==> src/rtl/ifetch_unit.sv <==
// rtl/ifetch_unit.sv - instruction fetch unit with a small in-order instruction buffer
// Optional halt-word detection is built in when IFETCH_HALT_DETECT_EN is defined.
module ifetch_unit #(
    parameter logic [31:0] PC_INIT   = 32'h0,
    parameter int          BUF_DEPTH = 2
) (
    input  logic        CLK,
    input  logic        RST,
    output logic        imemREN,
    output logic [31:0] imemaddr,
    input  logic        ihit,
    input  logic [31:0] imemload,
    output logic        inst_valid,
    input  logic        inst_ready,
    output logic [31:0] inst,
    output logic [31:0] inst_pc,
    output logic [31:0] inst_npc,
    input  logic        redirect,
    input  logic [31:0] redirect_pc,
    output logic        halt
);
    localparam int PW = (BUF_DEPTH > 1) ? $clog2(BUF_DEPTH) : 1;
    localparam int CW = $clog2(BUF_DEPTH + 1);

    typedef enum logic [1:0] {FETCH, FULL, HALTED} state_t;

    state_t        state;
    logic [31:0]   pc;
    logic [31:0]   buf_word [BUF_DEPTH];
    logic [31:0]   buf_pc   [BUF_DEPTH];
    logic [PW-1:0] head;
    logic [PW-1:0] tail;
    logic [CW-1:0] count;
    logic [CW-1:0] count_nxt;
    logic          push;
    logic          pop;
    logic          halt_word;

    function automatic logic [PW-1:0] next_ptr(input logic [PW-1:0] p);
        return (p == PW'(BUF_DEPTH - 1)) ? '0 : p + PW'(1);
    endfunction

    assign imemREN    = (state == FETCH);
    assign imemaddr   = pc;
    assign push       = imemREN && ihit && !redirect;
    assign inst_valid = (count != '0);
    assign pop        = inst_valid && inst_ready;
    assign inst       = inst_valid ? buf_word[head] : '0;
    assign inst_pc    = inst_valid ? buf_pc[head] : '0;
    assign inst_npc   = inst_valid ? buf_pc[head] + 32'd4 : '0;

`ifdef IFETCH_HALT_DETECT_EN
    assign halt_word = push && (imemload == 32'hFFFF_FFFF);
    assign halt      = (state == HALTED);
`else
    assign halt_word = 1'b0;
    assign halt      = 1'b0;
`endif

    always_comb begin
        count_nxt = count;
        if (push && !pop)
            count_nxt = count + CW'(1);
        else if (pop && !push)
            count_nxt = count - CW'(1);
    end

    always_ff @(posedge CLK) begin
        if (RST) begin
            state <= FETCH;
            pc    <= PC_INIT & ~32'h3;
            head  <= '0;
            tail  <= '0;
            count <= '0;
        end else if (redirect) begin
            // Redirect flushes everything, including a same-cycle hit and any halt.
            state <= FETCH;
            pc    <= redirect_pc & ~32'h3;
            head  <= '0;
            tail  <= '0;
            count <= '0;
        end else begin
            if (push) begin
                buf_word[tail] <= imemload;
                buf_pc[tail]   <= pc;
                tail           <= next_ptr(tail);
                pc             <= pc + 32'd4;
            end
            if (pop)
                head <= next_ptr(head);
            count <= count_nxt;
            case (state)
                FETCH: begin
                    if (halt_word)
                        state <= HALTED;
                    else if (count_nxt == CW'(BUF_DEPTH))
                        state <= FULL;
                end
                FULL: begin
                    if (pop)
                        state <= FETCH;
                end
                HALTED: state <= HALTED;
                default: state <= FETCH;
            endcase
        end
    end
endmodule

==> config.mk <==
export PLATFORM = sky130hd
export DESIGN_NAME = ifetch_unit
export DESIGN_NICKNAME = d
export VERILOG_FILES = /design/src/rtl/ifetch_unit.sv
export SDC_FILE = /design/constraint.sdc
export NUM_CORES = 1
export LEC_CHECK = 0
export BUFFER_PORTS_ARGS = -buffer_cell sky130_fd_sc_hd__buf_2
export CORE_MARGIN = 4
export CORE_UTILIZATION = 46
export CTS_CLUSTER_DIAMETER = 100
export DETAILED_ROUTE_END_ITERATION = 10
export PLACE_DENSITY = 0.71
export SYNTH_ARGS = -nofsm -noshare
export SYNTH_HDL_FRONTEND = slang
export SYNTH_SLANG_ARGS = --single-unit
export TNS_END_PERCENT = 10
==> constraint.sdc <==
create_clock -name CLK -period 21.3 [get_ports CLK]
set_input_delay 4.26 -clock CLK [delete_from_list [all_inputs] [get_ports CLK]]
set_output_delay 4.26 -clock CLK [all_outputs]
set_load 0.03 [all_outputs]
==> metrics.json, run 1 <==
{
  "global_route": {
    "grt_start_max_net_pins": 88,
    "grt.total_usage_pct": 18.2,
    "globalRouteOverflowTotal": 0,
    "grt_antenna_before_repair": 0,
    "grt_pass1_wl_um": 26000,
    "grt_pass1_vias": 5064
  },
  "clocking": {
    "cts_tree": "built",
    "clock_tree.htree_level_count": 4,
    "cts_sinks": 161,
    "post_cts_resized": 0,
    "post_cts_hold_buffer_count": 0,
    "cts_root_buf": "sky130_fd_sc_hd__clkbuf_16",
    "clk_transition_reported_paths_ps": 60,
    "cts_bufs_inserted": 17,
    "cts.repair_timing.setup_buffer_count": 0,
    "cts_max_path_buffers": 2,
    "clkLatencyLatePin_ps": 420
  },
  "sta": {
    "setup_tns_ps": 0,
    "tightest_slew_ps": 941,
    "final_min_period_over_clock_period_pct": 38.4,
    "grt_setup_unrepaired": "false",
    "report.final.setup_viol": 0,
    "final.setup.worst_slack_ps": 13120,
    "final.setup_skew_ps": 8.15,
    "hold_viol_final": 0,
    "slew_violations": 0,
    "max_slew_headroom_pct": 37.3,
    "period_needed_ps": 8180,
    "fin_hold_ws_ps": 541,
    "max_freq_ghz": 0.122
  },
  "drt": {
    "route.detailed.vias_per_inst": 5.18,
    "drtAntennaViolNets": 0,
    "vias": 5439,
    "route.final.wire_length_um": 17000,
    "post_detailed_route_drc_marker_count": 0,
    "post_drt_wl_per_cell_um": 16.2,
    "drt_iter0_drc": 245,
    "first_pass_iters": 5
  },
  "yosys": {
    "syn_avg_cell_area_um2": 11.8,
    "yosysWarningCount": 0,
    "postSynthRegisterBits": 161,
    "synth_area_leaders": "sky130_fd_sc_hd__edfxtp_1 (49%), sky130_fd_sc_hd__dfxtp_1 (9.8%), sky130_fd_sc_hd__mux2i_1 (7.9%)",
    "synth_enable_flop_cells": 124,
    "synthFlopType": "sky130_fd_sc_hd__edfxtp_1",
    "synth_async_sr_flop_share_pct": 0,
    "post-synth-top-area-fraction_pct": 49.1,
    "yosysUniqueCellTypes": 63,
    "ys_seq_area_share_pct": 58.8,
    "netlist_instances": 641,
    "netlist.top_cell.by_area": "sky130_fd_sc_hd__edfxtp_1",
    "netlist_area_um2": 7590
  },
  "setup_path": {
    "critPathCaptureType": "output pin",
    "worst_ep_required_time_ps": 17040,
    "worst_path_max_delay_cell": "sky130_fd_sc_hd__buf_4",
    "arrival_ps": 3920,
    "crit_fanout": 64,
    "cp_top_family": "compound AO/OA/AOI/OAI gates",
    "cp.buffers_inverters": 2,
    "worst_path_largest_cell_delay_ps": 780,
    "start_kind": "register",
    "timing.critical_path.cells": "buf_4 -> nand4_2 -> a221oi_4 -> nand4_2 -> o31a_1 -> nor3_1 -> buf_2",
    "timing.setup.critical_path_class": "reg2out",
    "critical_path.most_common_cell": "sky130_fd_sc_hd__nand4_2"
  },
  "layout": {
    "num-nets-final": 893,
    "fill_cells": 1409,
    "share_of_layout_cells_above_drive_strength_1_pct": 29.4,
    "stdcell_area_um2": 9240,
    "layout-area-overhead-vs-synth_pct": 21.7,
    "instances_no_fill": 1050,
    "antenna_cells_inserted": 0,
    "final_core_util_pct": 57.7
  },
  "floorplanning": {
    "design.core.area_um2": 16000,
    "chipHeight_um": 136,
    "area_of_the_die_um2": 18600,
    "fp.dieW_um": 136,
    "row_count": 46,
    "initial_core_utilization_pct": 47.4,
    "pin_count": 200
  },
  "min_path": {
    "worst_hold_path_type": "reg2reg"
  },
  "placement": {
    "placement.setup.worst_slack_ps": 13520,
    "placement.io_buffers": 190,
    "place_inst": 1018,
    "detailedPlacementHpwl_um": 11900,
    "placedInstanceArea_um2": 8680,
    "gp_routability_congestion": 0.827
  },
  "power_and_ir_drop": {
    "max-vdd-ir-drop_uv": 54.0,
    "cellLeakagePower_nw": 3.47,
    "power_per_cell_area_nw_per_um2": 79.9,
    "fin_total_pwr_mw": 0.738
  },
  "status": {
    "outcome": "finished clean"
  },
  "run": {
    "maxCapViolCount": 0
  }
}
-- final cells by class --
cell class                      instances  area (um2)  share of cell area, %
Sequential cell                       161        4470                   48.4
Multi-Input combinational cell        440        2940                   31.8
Timing Repair Buffer                  194         981                   10.6
Clock buffer                           24         503                   5.45
Tap cell                              216         270                   2.93
Clock inverter                          8        50.0                  0.542
Inverter                                7        26.3                  0.284
-- synth_stat cells, drive strengths merged (3+ instances only) --
cell,n
and4,5
nor3,15
inv,6
o21ai,9
buf,16
nor4,9
xor2,18
dfxtp,37
a211oi,26
nand3b,7
nand2,31
a21oi,9
clkbuf,23
mux2i,60
nand2b,3
nor2,112
and3,3
mux2,3
edfxtp,124
o31a,5
o31ai,5
nand3,24
ha,3
xnor2,30
nand4b,3
nand4,17
a21boi,3
and2,5
-- sequential cells by signal, summed over array words and instances, names as in the netlist, named ones only --
signal	count
head	1
state	2
imemaddr	30
tail	1
buf_pc	60
buf_word	64
count	2
-- path summary, 6_finish.rpt --
| path | to | cells after the start | slack [ps] | from |
|---|---|---|---|---|
| max | inst_npc[27] | 7 | 13120 | register |
| min | buf_pc[1][21]$_DFFE_PP_ | 0 | 540 | imemaddr[21]$_SDFFE_PP0P_ |
| max reg2reg | count[1]$_SDFF_PP0_ | 5 | 19020 | count[0]$_SDFF_PP0_ |
| min reg2reg | buf_pc[1][21]$_DFFE_PP_ | 0 | 540 | imemaddr[21]$_SDFFE_PP0P_ |
-- layer usage --
| layer | global-route usage, % | part of all wire, % |
|---|---|---|
| met2 | 30.3 | 48 |
| met5 | 0 | 0 |
| met1 | 23.5 | 44 |
| met3 | 4.66 | 7.0 |
| met4 | 5.10 | 0.82 |
-- report_power, final --
group          switching, mW  leakage, nW  internal (mW)
Clock                  0.114        0.280          0.165
Combinational         0.0697         1.75         0.0307
Sequential            0.0102         1.44          0.348
-- layout by cell type, fill, tap and decap left out, types with 3 or more instances in the layout --
| master | instances |
|---|---|
| sky130_fd_sc_hd__buf_2 | 190 |
| sky130_fd_sc_hd__clkbuf_8 | 3 |
| sky130_fd_sc_hd__edfxtp_1 | 124 |
| sky130_fd_sc_hd__clkbuf_1 | 3 |
| sky130_fd_sc_hd__o31a_1 | 5 |
| sky130_fd_sc_hd__o21ai_0 | 9 |
| sky130_fd_sc_hd__nand2_1 | 31 |
| sky130_fd_sc_hd__nor2_1 | 112 |
| sky130_fd_sc_hd__dfxtp_1 | 36 |
| sky130_fd_sc_hd__a211oi_1 | 24 |
| sky130_fd_sc_hd__mux2i_1 | 60 |
| sky130_fd_sc_hd__buf_4 | 4 |
| sky130_fd_sc_hd__a21oi_1 | 9 |
| sky130_fd_sc_hd__clkinv_2 | 4 |
| sky130_fd_sc_hd__o31ai_1 | 5 |
| sky130_fd_sc_hd__nor3_1 | 13 |
| sky130_fd_sc_hd__xor2_1 | 18 |
| sky130_fd_sc_hd__and2_1 | 5 |
| sky130_fd_sc_hd__inv_1 | 6 |
| sky130_fd_sc_hd__xnor2_1 | 30 |
| sky130_fd_sc_hd__nand2b_1 | 3 |
| sky130_fd_sc_hd__clkbuf_16 | 18 |
| sky130_fd_sc_hd__nor4_1 | 7 |
| sky130_fd_sc_hd__and4_1 | 5 |
| sky130_fd_sc_hd__nand3_1 | 22 |
| sky130_fd_sc_hd__and3_1 | 3 |
| sky130_fd_sc_hd__nand4_1 | 14 |
| sky130_fd_sc_hd__nand3b_1 | 7 |
| sky130_fd_sc_hd__conb_1 | 7 |
-- worst reg2reg max path, cell delays in order (launching register included) --
cell and delay (ps):
sky130_fd_sc_hd__dfxtp_1 350, sky130_fd_sc_hd__inv_1 140, sky130_fd_sc_hd__ha_4 750, sky130_fd_sc_hd__nor2b_1 320, sky130_fd_sc_hd__maj3_1 420, sky130_fd_sc_hd__a211oi_1 220
-- cells by family (layout without fill, tap and decap cells) --
family	after synthesis	in the layout	share of synthesized area, %
AOI/OAI and AO/OA	69	69	6.84
xor gates and xnor gates	48	48	5.54
adders and majority gates	5	5	0.759
buffers and inverters	46	233	3.05
DFF	161	161	58.8
muxes	63	63	8.36
other	1	7	0.0494
and+or+nand+nor	248	248	16.6
Note: power is estimated with default switching activity, not from simulation.
==> run 2, diff against run 1 <==
==> constraint.sdc (replaced) <==
create_clock -name CLK -period 8.15 [get_ports CLK]
set_input_delay 1.63 -clock CLK [delete_from_list [all_inputs] [get_ports CLK]]
set_output_delay 1.63 -clock CLK [all_outputs]
set_load 0.03 [all_outputs]
==> run 2 against run 1 <==
Net effect:
- critical path type unchanged
- combinational power increased to 2.6 times the previous value
- clock power increased to 2.8 times the previous value
- register-to-register slack got worse by 13000 ps
- core utilization increased by 0.27 points
- highest routed layer unchanged
==> metrics.json, run 2 (synthesized netlist as in run 1, its figures left out) <==
{
  "status": {
    "outcome": {"value": "finished clean", "change": "unchanged"}
  },
  "floorplanning": {
    "pin_count": {"value": 200, "change": "unchanged"},
    "row_count": {"value": 46, "change": "unchanged"},
    "area_of_the_die": {"value": 18600, "unit": "um2", "change": "unchanged"},
    "initial_core_utilization": {"value": 47.4, "unit": "%", "change": "unchanged"},
    "chipHeight": {"value": 136, "unit": "um", "change": "unchanged"},
    "fp.dieW": {"value": 136, "unit": "um", "change": "unchanged"},
    "design.core.area": {"value": 16000, "unit": "um2", "change": "unchanged"}
  },
  "drt": {
    "drt_iter0_drc": {"value": 210, "change": "was 245"},
    "route.detailed.vias_per_inst": {"value": 5.17, "change": "was 5.18"},
    "post_detailed_route_drc_marker_count": {"value": 0, "change": "unchanged"},
    "drtAntennaViolNets": {"value": 0, "change": "unchanged"},
    "vias": {"value": 5430, "change": "was 5,439"},
    "route.final.wire_length": {"value": 17000, "unit": "um", "change": "about the same"},
    "post_drt_wl_per_cell": {"value": 16.2, "unit": "um", "change": "about the same"},
    "first_pass_iters": {"value": 4, "change": "was 5"}
  },
  "clocking": {
    "cts.repair_timing.setup_buffer_count": {"value": 0, "change": "unchanged"},
    "cts_sinks": {"value": 161, "change": "unchanged"},
    "clk_transition_reported_paths": {"value": 60, "unit": "ps", "change": "about the same"},
    "clkLatencyLatePin": {"value": 420, "unit": "ps", "change": "about the same"},
    "cts_bufs_inserted": {"value": 17, "change": "unchanged"},
    "post_cts_hold_buffer_count": {"value": 0, "change": "unchanged"},
    "cts_root_buf": {"value": "sky130_fd_sc_hd__clkbuf_16", "change": "unchanged"},
    "clock_tree.htree_level_count": {"value": 4, "change": "unchanged"},
    "cts_tree": {"value": "built", "change": "unchanged"},
    "cts_max_path_buffers": {"value": 2, "change": "unchanged"},
    "post_cts_resized": {"value": 0, "change": "unchanged"}
  },
  "sta": {
    "grt_setup_unrepaired": {"value": "false", "change": "unchanged"},
    "final.setup_skew": {"value": 6.92, "unit": "ps", "change": "was 8.15 ps"},
    "hold_viol_final": {"value": 0, "change": "unchanged"},
    "max_slew_headroom": {"value": 37.5, "unit": "%", "change": "was 37.3%"},
    "report.final.setup_viol": {"value": 0, "change": "unchanged"},
    "setup_tns": {"value": 0, "unit": "ps", "change": "unchanged"},
    "final_min_period_over_clock_period_pct": 68.4,
    "max_freq_ghz": 0.179,
    "slew_violations": {"value": 0, "change": "unchanged"},
    "tightest_slew": {"value": 938, "unit": "ps", "change": "was 941 ps"},
    "period_needed_ps": 5570
  },
  "setup_path": {
    "start_kind": {"value": "register", "change": "unchanged"},
    "timing.setup.critical_path_class": {"value": "reg2out", "change": "unchanged"},
    "arrival": {"value": 3940, "unit": "ps", "change": "was 3920 ps"},
    "critical_path.most_common_cell": {"value": "sky130_fd_sc_hd__nand4_2", "change": "unchanged"},
    "timing.critical_path.cells": {"value": "buf_4 -> nand4_2 -> a221oi_4 -> nand4_2 -> o31a_1 -> nor3_1 -> buf_2", "change": "unchanged"},
    "worst_path_largest_cell_delay": {"value": 720, "unit": "ps", "change": "was 780 ps"},
    "cp_top_family": {"value": "compound AO/OA/AOI/OAI gates", "change": "unchanged"},
    "crit_fanout": {"value": 54, "change": "was 64"},
    "cp.buffers_inverters": {"value": 2, "change": "unchanged"},
    "timing.rr.start": {"value": "count[0]$_SDFF_PP0_", "change": "unchanged"},
    "worst_path_max_delay_cell": {"value": "sky130_fd_sc_hd__buf_4", "change": "unchanged"},
    "critPathCaptureType": {"value": "output pin", "change": "unchanged"},
    "worst_ep_required_time": {"value": 6520, "unit": "ps", "change": "was 17,040 ps"}
  },
  "power_and_ir_drop": {
    "fin_total_pwr": {"value": 1.98, "unit": "mW", "change": "was 0.738 mW"},
    "cellLeakagePower": {"value": 3.49, "unit": "nW", "change": "was 3.47 nW"},
    "max-vdd-ir-drop": {"value": 159, "unit": "uV", "change": "was 54.0 uV"},
    "power_per_cell_area": {"value": 213, "unit": "nW/um2", "change": "was 79.9 nW/um2"}
  },
  "global_route": {
    "globalRouteOverflowTotal": {"value": 0, "change": "unchanged"},
    "grt_antenna_before_repair": {"value": 0, "change": "unchanged"},
    "grt_pass1_wl": {"value": 25800, "unit": "um", "change": "was 26,000 um"},
    "grt.total_usage": {"value": 18.0, "unit": "%", "change": "was 18.2%"},
    "grt_start_max_net_pins": {"value": 88, "change": "unchanged"},
    "grt_pass1_vias": {"value": 5029, "change": "was 5,064"}
  },
  "min_path": {
    "worst_hold_path_type": {"value": "reg2reg", "change": "unchanged"},
    "min_from": {"value": "head$_SDFFE_PP0P_", "change": "was imemaddr[21]$_SDFFE_PP0P_"}
  },
  "layout": {
    "fill_cells": {"value": 1381, "change": "was 1,409"},
    "instances_no_fill": {"value": 1050, "change": "unchanged"},
    "multi_input_comb_area": {"value": 2940, "unit": "um2", "change": "unchanged"},
    "num-nets-final": {"value": 893, "change": "unchanged"},
    "layout-area-overhead-vs-synth": {"value": 22.3, "unit": "%", "change": "was 21.7%"},
    "layout.cells.most_common": {"value": "sky130_fd_sc_hd__buf_2", "change": "unchanged"},
    "share_of_layout_cells_above_drive_strength_1": {"value": 29.7, "unit": "%", "change": "was 29.4%"},
    "antenna_cells_inserted": {"value": 0, "change": "unchanged"},
    "seqCellArea": {"value": 4470, "unit": "um2", "change": "unchanged"},
    "most-common-layout-cells": {"value": "sky130_fd_sc_hd__buf_2 (190), sky130_fd_sc_hd__edfxtp_1 (124), sky130_fd_sc_hd__nor2_1 (112)", "change": "unchanged"},
    "stdcell_area": {"value": 9280, "unit": "um2", "change": "was 9240 um2"},
    "regMostFlops": {"value": "buf_word", "change": "unchanged"},
    "final_core_util": {"value": 58.0, "unit": "%", "change": "was 57.7%"},
    "largest_reg_flops": {"value": 64, "change": "unchanged"}
  },
  "run": {
    "maxCapViolCount": {"value": 0, "change": "unchanged"}
  },
  "placement": {
    "placement.io_buffers": {"value": 190, "change": "unchanged"},
    "detailedPlacementHpwl": {"value": 11900, "unit": "um", "change": "about the same"},
    "gp_routability_congestion": {"value": 0.821, "change": "was 0.827"},
    "placedInstanceArea": {"value": 8680, "unit": "um2", "change": "unchanged"},
    "place_inst": {"value": 1018, "change": "unchanged"}
  }
}
[run 2: cell types whose count changed in the layout (fill, tap and decap cells not counted), sizes merged]
cell      before  now
clkbuf        24   19
clkinv         6    7
bufinv         0    1
inv            9   11
clkinvlp       0    1
[run 2: final cells by class]
| class | instances | area share (%) |
|---|---|---|
| multi-input cells | 440 | 31.7 |
| flip-flops and latches | 161 | 48.2 |
| clock buffers | 19 | 5.12 |
| well taps | 216 | 2.91 |
| clock inverters | 13 | 1.29 |
| repair buffers | 194 | 10.6 |
| inverters | 7 | 0.283 |
[run 2: per-layer routing]
metal / GRT usage (%) / share of wire (%) / vias up / routed length [um]
met4: 4.98 / 1.2 / 0 / 211
li1: - / - / 2716 / -
met3: 5.07 / 7.0 / 18 / 1190
met1: 23.7 / 45 / 2519 / 7590
met5: 0 / 0 / - / 0
met2: 29.4 / 47 / 177 / 8030
[run 2: path summary, 6_finish.rpt]
check	end	slack, ps	cells past startpoint
worst max-delay path	inst_npc[27]	2580	7
worst max register to register	count[1]$_SDFF_PP0_	5850	5
worst min-delay path	register	530	2
worst min register to register	register	530	2
[run 2: metrics by stage]
| stage | hold WS, ps | setup WS (ps) |
|---|---|---|
| 2_1_floorplan | 481 | 1060 |
| 3_3_place_gp | 502 | 3000 |
| 3_5_place_dp | 511 | 2980 |
| 4_1_cts | 535 | 2520 |
| 5_1_grt | 563 | 2230 |
| 6_report | 530 | 2580 |
[run 2: where the power goes]
part | switching [mW] | total (mW) | internal [mW]
logic | 0.182 | 0.262 | 0.0801
registers | 0.0273 | 0.937 | 0.910
clock network | 0.322 | 0.782 | 0.460
total | 0.531 | 1.98 | 1.45
[run 2: worst reg2reg max path, stage by stage (launching register included)]
cell and delay, ps:
sky130_fd_sc_hd__dfxtp_1 350, sky130_fd_sc_hd__inv_1 150, sky130_fd_sc_hd__ha_4 760, sky130_fd_sc_hd__nor2b_1 330, sky130_fd_sc_hd__maj3_1 430, sky130_fd_sc_hd__a211oi_1 210
==> run 3, diff against run 2 <==
--- a/config.mk
+++ b/config.mk
@@ -10,7 +10,7 @@
 export CORE_UTILIZATION = 46
 export CTS_CLUSTER_DIAMETER = 100
 export DETAILED_ROUTE_END_ITERATION = 10
-export PLACE_DENSITY = 0.71
+export PLACE_DENSITY = 0.74
 export SYNTH_ARGS = -nofsm -noshare
 export SYNTH_HDL_FRONTEND = slang
 export SYNTH_SLANG_ARGS = --single-unit
==> constraint.sdc (replaced) <==
create_clock -name CLK -period 5.1 [get_ports CLK]
set_input_delay 1.02 -clock CLK [delete_from_list [all_inputs] [get_ports CLK]]
set_output_delay 1.02 -clock CLK [all_outputs]
set_load 0.03 [all_outputs]
==> run 3 against run 2 <==
Net effect:
- core utilization increased by 0.070 points
- clock-buffer cell count grew 1
- clock power grew 57%
- first-iteration DRC count is 8.6% lower
- power up 59%
- critical path type unchanged
- largest cell class unchanged
==> metrics.json, run 3 (synthesized netlist as in run 1, its figures left out) <==
{
  "power_and_ir_drop": {
    "cellLeakagePower": {"value": 3.50, "unit": "nW", "change": "was 3.49 nW"},
    "power_per_cell_area": {"value": 338, "unit": "nW/um2", "change": "was 213 nW/um2"},
    "max-vdd-ir-drop": {"value": 230, "unit": "uV", "change": "was 159 uV"},
    "fin_total_pwr": {"value": 3.14, "unit": "mW", "change": "was 1.98 mW"}
  },
  "sta": {
    "hold_viol_final": {"value": 0, "change": "unchanged"},
    "final_min_period_over_clock_period_pct": 87.1,
    "final.setup_skew": {"value": 6.48, "unit": "ps", "change": "was 6.92 ps"},
    "max_slew_headroom": {"value": 42.0, "unit": "%", "change": "was 37.5%"},
    "grt_setup_unrepaired": {"value": "false", "change": "unchanged"},
    "max_freq_ghz": 0.225,
    "report.final.setup_viol": {"value": 0, "change": "unchanged"},
    "tightest_slew": {"value": 862, "unit": "ps", "change": "was 938 ps"},
    "setup_tns": {"value": 0, "unit": "ps", "change": "unchanged"},
    "slew_violations": {"value": 0, "change": "unchanged"},
    "period_needed_ps": 4440
  },
  "drt": {
    "post_detailed_route_drc_marker_count": {"value": 0, "change": "unchanged"},
    "drtAntennaViolNets": {"value": 0, "change": "unchanged"},
    "vias": {"value": 5437, "change": "was 5,430"},
    "m1WireLength": {"value": 7570, "unit": "um", "change": "was 7590 um"},
    "post_drt_wl_per_cell": {"value": 16.5, "unit": "um", "change": "was 16.2 um"},
    "route.top_layer_used": {"value": "met4", "change": "unchanged"},
    "met2WireLength": {"value": 8160, "unit": "um", "change": "was 8030 um"},
    "met3_length": {"value": 1370, "unit": "um", "change": "was 1190 um"},
    "route.final.wire_length": {"value": 17300, "unit": "um", "change": "was 17,000 um"},
    "drt_iter0_drc": {"value": 192, "change": "was 210"},
    "first_pass_iters": {"value": 4, "change": "unchanged"},
    "route.detailed.vias_per_inst": {"value": 5.17, "change": "about the same"}
  },
  "setup_path": {
    "worst_ep_required_time": {"value": 4080, "unit": "ps", "change": "was 6520 ps"},
    "cp.buffers_inverters": {"value": 1, "change": "was 2"},
    "timing.critical_path.cells": {"value": "nand4_2 -> a221oi_4 -> nand4_2 -> o31a_1 -> nor3_1 -> buf_2", "change": "was buf_4 -> nand4_2 -> a221oi_4 -> nand4_2 -> o31a_1 -> nor3_1 -> buf_2"},
    "arrival": {"value": 3420, "unit": "ps", "change": "was 3940 ps"},
    "timing.setup.critical_path_class": {"value": "reg2out", "change": "unchanged"},
    "cp_top_family": {"value": "compound AO/OA/AOI/OAI gates", "change": "unchanged"},
    "critPathCaptureType": {"value": "output pin", "change": "unchanged"},
    "crit_fanout": {"value": 59, "change": "was 54"},
    "critical_path.most_common_cell": {"value": "sky130_fd_sc_hd__nand4_2", "change": "unchanged"},
    "start_kind": {"value": "register", "change": "unchanged"},
    "worst_path_largest_cell_delay": {"value": 870, "unit": "ps", "change": "was 720 ps"},
    "worst_path_max_delay_cell": {"value": "sky130_fd_sc_hd__dfxtp_4", "change": "was sky130_fd_sc_hd__buf_4"}
  },
  "placement": {
    "gp_routability_congestion": {"value": 0.802, "change": "was 0.821"},
    "placement.io_buffers": {"value": 190, "change": "unchanged"},
    "place_inst": {"value": 1020, "change": "was 1,018"},
    "detailedPlacementHpwl": {"value": 12300, "unit": "um", "change": "was 11,900 um"}
  },
  "floorplanning": {
    "chipHeight": {"value": 136, "unit": "um", "change": "unchanged"},
    "fp.dieW": {"value": 136, "unit": "um", "change": "unchanged"},
    "design.core.area": {"value": 16000, "unit": "um2", "change": "unchanged"},
    "area_of_the_die": {"value": 18600, "unit": "um2", "change": "unchanged"},
    "row_count": {"value": 46, "change": "unchanged"},
    "initial_core_utilization": {"value": 47.4, "unit": "%", "change": "unchanged"},
    "pin_count": {"value": 200, "change": "unchanged"}
  },
  "layout": {
    "layout.cells.most_common": {"value": "sky130_fd_sc_hd__buf_2", "change": "unchanged"},
    "most-common-layout-cells": {"value": "sky130_fd_sc_hd__buf_2 (190), sky130_fd_sc_hd__edfxtp_1 (124), sky130_fd_sc_hd__nor2_1 (112)", "change": "unchanged"},
    "share_of_layout_cells_above_drive_strength_1": {"value": 29.9, "unit": "%", "change": "was 29.7%"},
    "layout-area-overhead-vs-synth": {"value": 22.4, "unit": "%", "change": "was 22.3%"},
    "antenna_cells_inserted": {"value": 0, "change": "unchanged"},
    "num-nets-final": {"value": 895, "change": "was 893"},
    "instances_no_fill": {"value": 1052, "change": "was 1,050"},
    "largest_reg_flops": {"value": 64, "change": "unchanged"},
    "regMostFlops": {"value": "buf_word", "change": "unchanged"}
  },
  "global_route": {
    "grt_start_max_net_pins": {"value": 63, "change": "was 88"},
    "grt_pass1_vias": {"value": 5094, "change": "was 5,029"},
    "grt_antenna_before_repair": {"value": 0, "change": "unchanged"},
    "grt.total_usage": {"value": 18.6, "unit": "%", "change": "was 18.0%"},
    "globalRouteOverflowTotal": {"value": 0, "change": "unchanged"},
    "grt_pass1_wl": {"value": 26600, "unit": "um", "change": "was 25,800 um"}
  },
  "clocking": {
    "post_cts_hold_buffer_count": {"value": 0, "change": "unchanged"},
    "post_cts_resized": {"value": 0, "change": "unchanged"},
    "clk_transition_reported_paths": {"value": 60, "unit": "ps", "change": "about the same"},
    "cts.repair_timing.setup_buffer_count": {"value": 0, "change": "unchanged"},
    "cts_tree": {"value": "built", "change": "unchanged"},
    "cts_sinks": {"value": 161, "change": "unchanged"},
    "cts_max_path_buffers": {"value": 2, "change": "unchanged"},
    "cts_root_buf": {"value": "sky130_fd_sc_hd__clkbuf_16", "change": "unchanged"},
    "cts_bufs_inserted": {"value": 17, "change": "unchanged"},
    "clock_tree.htree_level_count": {"value": 4, "change": "unchanged"},
    "clkLatencyLatePin": {"value": 420, "unit": "ps", "change": "about the same"}
  },
  "run": {
    "maxCapViolCount": {"value": 0, "change": "unchanged"}
  },
  "status": {
    "outcome": {"value": "finished clean", "change": "unchanged"}
  },
  "min_path": {
    "worst_hold_path_type": {"value": "reg2reg", "change": "unchanged"}
  }
}
run 3: changes by cell type in the layout (fill, tap and decap cells not counted), sizes merged:
cell      change
bufinv        -1
clkbuf        +1
clkinvlp      -1
inv           +1
buf           +2
run 3: worst min-delay path: cells and delay by family, from the launching register on:
kind	cells	cell delay [ps]
xor+xnor	1	90
flops	1	330
simple gates	1	80
run 3: power breakdown:
| group | leakage, nW | internal (mW) | total (mW) | switching, mW |
|---|---|---|---|---|
| Clock | 0.299 | 0.717 | 1.23 | 0.509 |
| Sequential | 1.44 | 1.45 | 1.50 | 0.0455 |
| Combinational | 1.76 | 0.129 | 0.418 | 0.289 |
| Total | 3.50 | 2.30 | 3.14 | 0.843 |
run 3: final timing paths:
kind / startpoint / endpoint / slack [ps] / cells after the start
min: head$_SDFFE_PP0P_ / head$_SDFFE_PP0P_ / 530 / 2
max reg2reg: imemaddr[6]$_SDFFE_PP0P_ / imemaddr[27]$_SDFFE_PP0P_ / 2860 / 5
min reg2reg: head$_SDFFE_PP0P_ / head$_SDFFE_PP0P_ / 530 / 2
max: register / inst_npc[27] / 660 / 6
run 3: cell type report:
type	instances	area [um2]
Timing Repair Buffer	196	996
Multi-Input combinational cell	440	2940
Fill cell	1385	6710
Inverter	7	26.3
Tap cell	216	270
Clock inverter	12	91.3
Sequential cell	161	4470
Clock buffer	20	500
run 3: per-layer routing:
| layer | vias up | track usage, % |
|---|---|---|
| met3 | 18 | 5.11 |
| met4 | 0 | 5.49 |
| met5 | - | 0 |
| met1 | 2518 | 24.2 |
| li1 | 2719 | - |
| met2 | 182 | 30.7 |
run 3: per-stage QoR:
stage	util, %	cell area (um2)	setup WS [ps]	hold WS (ps)
2_1_floorplan	-	7610	-1380	481
3_3_place_gp	54.4	8700	1120	492
3_5_place_dp	54.4	8700	1080	502
4_1_cts	58.1	9290	636	532
5_1_grt	58.1	9290	408	565
6_report	58.1	9290	660	528
